### src/rtl/multi_4bits_bcd_conv.sv
// Sequential binary-to-BCD converter (shift-and-add-3, one bit per clock)
// placed behind the 4-bit multiplier, with valid/ready on both sides.
module multi_4bits_bcd_conv #(
   parameter int BITS   = 4,
   parameter int DIGITS = 3
) (
   input  logic                  clk,
   input  logic                  rst,
   input  logic [2*BITS-1:0]     P,
   input  logic                  in_valid,
   output logic                  in_ready,
   output logic [4*DIGITS-1:0]   bcd,
   output logic                  out_valid,
   input  logic                  out_ready
);

   localparam int IN_W = 2 * BITS;
   localparam int BCD_W = 4 * DIGITS;
   localparam int SW = BCD_W + IN_W;
   localparam int CW = $clog2(IN_W + 1);
   localparam logic [CW-1:0] LAST = CW'(IN_W - 1);

   typedef enum logic [1:0] {IDLE, CONV, DONE} state_t;

   state_t          state;
   logic [CW-1:0]   cnt;
   logic [SW-1:0]   sh;
   logic [SW-1:0]   sh_next;

   // One double-dabble step: correct every BCD nibble in parallel (no carry
   // between nibbles), then shift the whole register left by one.
   function automatic logic [SW-1:0] dabble_step(input logic [SW-1:0] v);
      logic [SW-1:0] r;
      r = v;
      for (int d = 0; d < DIGITS; d++) begin
         if (r[IN_W + 4*d +: 4] >= 4'd5)
            r[IN_W + 4*d +: 4] = r[IN_W + 4*d +: 4] + 4'd3;
      end
      return {r[SW-2:0], 1'b0};
   endfunction

   assign sh_next  = dabble_step(sh);
   assign in_ready = (state == IDLE) || ((state == DONE) && out_ready);

   always_ff @(posedge clk) begin
      if (rst) begin
         state     <= IDLE;
         cnt       <= '0;
         sh        <= '0;
         bcd       <= '0;
         out_valid <= 1'b0;
      end else begin
         case (state)
            IDLE: begin
               if (in_valid) begin
                  sh    <= {{BCD_W{1'b0}}, P};
                  cnt   <= '0;
                  state <= CONV;
               end
            end
            CONV: begin
               sh  <= sh_next;
               cnt <= cnt + CW'(1);
               if (cnt == LAST) begin
                  bcd       <= sh_next[SW-1 -: BCD_W];
                  out_valid <= 1'b1;
                  state     <= DONE;
               end
            end
            DONE: begin
               // Without out_ready the result is held and new input is ignored.
               if (out_ready) begin
                  out_valid <= 1'b0;
                  if (in_valid) begin
                     sh    <= {{BCD_W{1'b0}}, P};
                     cnt   <= '0;
                     state <= CONV;
                  end else begin
                     state <= IDLE;
                  end
               end
            end
            default: state <= IDLE;
         endcase
      end
   end

endmodule
### config.mk
export PLATFORM = sky130hd
export DESIGN_NAME = multi_4bits_bcd_conv
export DESIGN_NICKNAME = d
export VERILOG_FILES = /design/src/rtl/multi_4bits_bcd_conv.sv
export SDC_FILE = /design/constraint.sdc
export NUM_CORES = 1
export LEC_CHECK = 0
export CORE_MARGIN = 4
export CORE_UTILIZATION = 50
export DETAILED_ROUTE_END_ITERATION = 10
export PLACE_DENSITY = 0.74
export SYNTH_ARGS = -nofsm -noshare
export SYNTH_HDL_FRONTEND = slang
export SYNTH_SLANG_ARGS = --single-unit
export TNS_END_PERCENT = 100
### constraint.sdc
create_clock -name clk -period 1.98 [get_ports clk]
set_clock_uncertainty 0.2 [all_clocks]
set_input_delay 0.297 -clock clk [delete_from_list [all_inputs] [get_ports clk]]
set_output_delay 0.297 -clock clk [all_outputs]
set_load 0.05 [all_outputs]
==> flow_summary.toml <==
[drt]
dr.pass1.iters = 5
post-route-drc-count = 0
first_iter_violations = 128
vias = 1524
ant_nets = 0
wl_per_cell_microns = 13.32
routed_wl_microns = 3717
viasPerCell = 5.462

[global_route]
track_usage_pct = 16.29
grt_pass1_vias = 1447
grt_max_degree = 29
grt_antenna_before_repair = 0
grt_pass1_wl_microns = 6396
grt_overflow = 0

[hold_path]
hold_depth = 2
min-delay-path-class = "reg -> reg"
min_from = "sh[0]"
min_delay_worst_endpoint = "sh[0]"

[critical_path]
crit_chain = "clkdlybuf4s50_1"
crit_required_ns = 1.48
reg2reg_slack_ns = 0.12
r2r-start = "sh[8]"
critPathMaxFanout = 2
critPathKind = "reg -> out"
crit_path_end_kind = "output port"
critical_path_buf_inv_count = 1
slowest_delay_ns = 0.80
crit_arrival_ns = 1.42
cp_top_family = "buffers and inverters"
reg2regPathDepth = 6
slowest_stage = "clkdlybuf4s50_1"
worstReg2RegEnd = "bcd[2]"
start_kind = "flip-flop"

[floorplanning]
dieArea_sq_um = 4809
floorplan.rows = 22
core_sq_um = 3661
die_height_microns = 69.35
ioPinCount = 26
die_w_microns = 69.35
start_util_pct = 51.40

[clock_network]
cts_buffers = 5
clk_pin_slew_worst_paths_ns = 0.08
clock-sinks = 39
cts_resized = 0
root_buffer = "clkbuf_8"
clockBufferDepth = 2
cts_tree = "built"
postCtsHoldBufs = 0
post-cts-setup-buffers = 0
insertion_delay_ns = 0.29
htreeDepth = 2

[logic_synthesis]
ys_warn_count = 0
synth_nets = 223
yosysSeqAreaShare_pct = 41.49
avgSynthCellArea_sq_um = 9.225
synth_top_area_cell = "dfxtp_1"
synthCells = 204
synthTopCellsByCount = "dfxtp_1 (39), nor2_1 (23), nand2_1 (18), a21oi_1 (14), nand2b_1 (12)"
synth_area_sq_um = 1882
synth-edff-count = 0
yosysTopAreaCellShare_pct = 41.49
synth_seq_cells = 39
synth_area_leaders = "dfxtp_1 (41%), ha_1 (4.7%), nor2_1 (4.6%), nand2b_1 (4.0%), o22ai_2 (4.0%)"
synth_most_common_cell = "dfxtp_1"
synthArstFlopShare_pct = 0
synth.distinct_cells = 32
ys.flop_type = "dfxtp_1"

[power_and_ir_drop]
power_density_nw_per_um2 = 763.9
power.leakage_nw = 0.7984
ir_drop_uv = 517.4
fin_total_pwr_w = 0.001759

[finish]
syn_to_final_growth_pct = 22.34
drive_above_1_share_pct = 17.75
nets = 249
postLayoutCoreUtil_pct = 62.88
antenna_cells = 0

[timing]
max_slew_margin_pct = 67.31
setup-tns-final_ns = 0
finalWorstPathRequiredPeriod_ns = 1.920
rsz0062_at_grt = "no"
finalHoldViolations = 0
tightest_slew_ns = 0.4888
setup-violations-final = 0
slew_violations = 0
worst_hold_slack_ns = 0.2816
finalCritPeriodShare_pct = 96.96
max_freq_mhz = 520.9

[outcome]
status = "completed"

[placement]
dp_hpwl_microns = 2568
port_buffers = 25
gp_congestion = 0.7602

[run]
cap_violations = 0
==> logic make-up (layout without fill, tap and decap cells) <==
family                     after synthesis  count (layout)  synth area share, %
xor gates and xnor gates                 5               5                2.327
muxes                                    4               4                2.327
AOI/OAI and AO/OA                       51              51                22.07
and+or+nand+nor                         77              77                21.41
adders and majority gates                7               7                4.654
DFF                                     39              39                41.49
buffers and inverters                   21              48                5.718
==> flip-flops by register name, indices dropped and copies added (netlist names) <==
name and count:
state 2, cnt 4, bcd 12, out_valid 1
sh 20
==> through the flow <==
step / std cells / instance area, sq um / setup WS (ns)
final: 279 / 2302 / 0.06024
after global placement: 271 / 2170 / 0.1347
after CTS: 279 / 2302 / 0.04066
after global routing: 279 / 2302 / 0.005953
after detailed placement: 271 / 2170 / 0.09792
after floorplan: 204 / 1882 / 0.2998
==> where the power goes <==
group / leakage [nW] / switching (W) / internal [W]
clock network: 0.0654 / 0.000272 / 0.000504
logic: 0.416 / 0.0000875 / 0.0000762
registers: 0.317 / 0.0000161 / 0.000804
==> routing by layer <==
metal  vias up  share of wire [%]  GRT usage, %
met5         -                  0             0
met4         0                2.3         8.460
met3        10                5.0         4.638
met2        38                 47         25.53
met1       698                 46         20.21
li1        778                  -             -
==> cell type report <==
type / instances / area, sq um
fillers: 323 / 1359
multi-input cells: 144 / 993.5
flip-flops and latches: 39 / 780.7
repair buffers: 30 / 297.8
clock buffers: 6 / 72.57
clock inverters: 2 / 60.06
well taps: 48 / 60.06
inverters: 10 / 37.54
==> tightest hold or removal path, cell delays in order, from the launching register on <==
cell     delay, ns
dfxtp_1       0.32
nand3_1       0.06
a21oi_1       0.06
==> how the worst max path moves through the flow <==
stage / start / to / slack (ns) / cells after the start
4_1_cts: bcd[11] / bcd[11] / 0.04 / 1
3_5_place_dp: out_ready / sh[1] / 0.1 / 6
3_3_place_gp: out_ready / sh[6] / 0.13 / 6
5_1_grt: bcd[7] / bcd[7] / 0.006 / 1
6_report: bcd[11] / bcd[11] / 0.06 / 1
2_1_floorplan: sh[12] / bcd[6] / 0.30 / 6
==> cell usage in the layout, fill, tap and decap left out, types with 3 or more instances in the layout <==
cell type	count
clkbuf_8	5
nand3_1	6
a211oi_1	6
o22ai_2	6
xnor2_1	5
dfxtp_1	39
buf_12	3
nor3b_1	5
o32ai_1	8
nor3_1	3
nor2_1	23
o21ai_0	5
ha_1	7
nand2_1	18
a21oi_1	14
buf_4	13
mux2_2	3
a311oi_1	6
nand2b_1	12
inv_1	10
clkdlybuf4s50_1	14
Power figures use the tool's default switching activity.
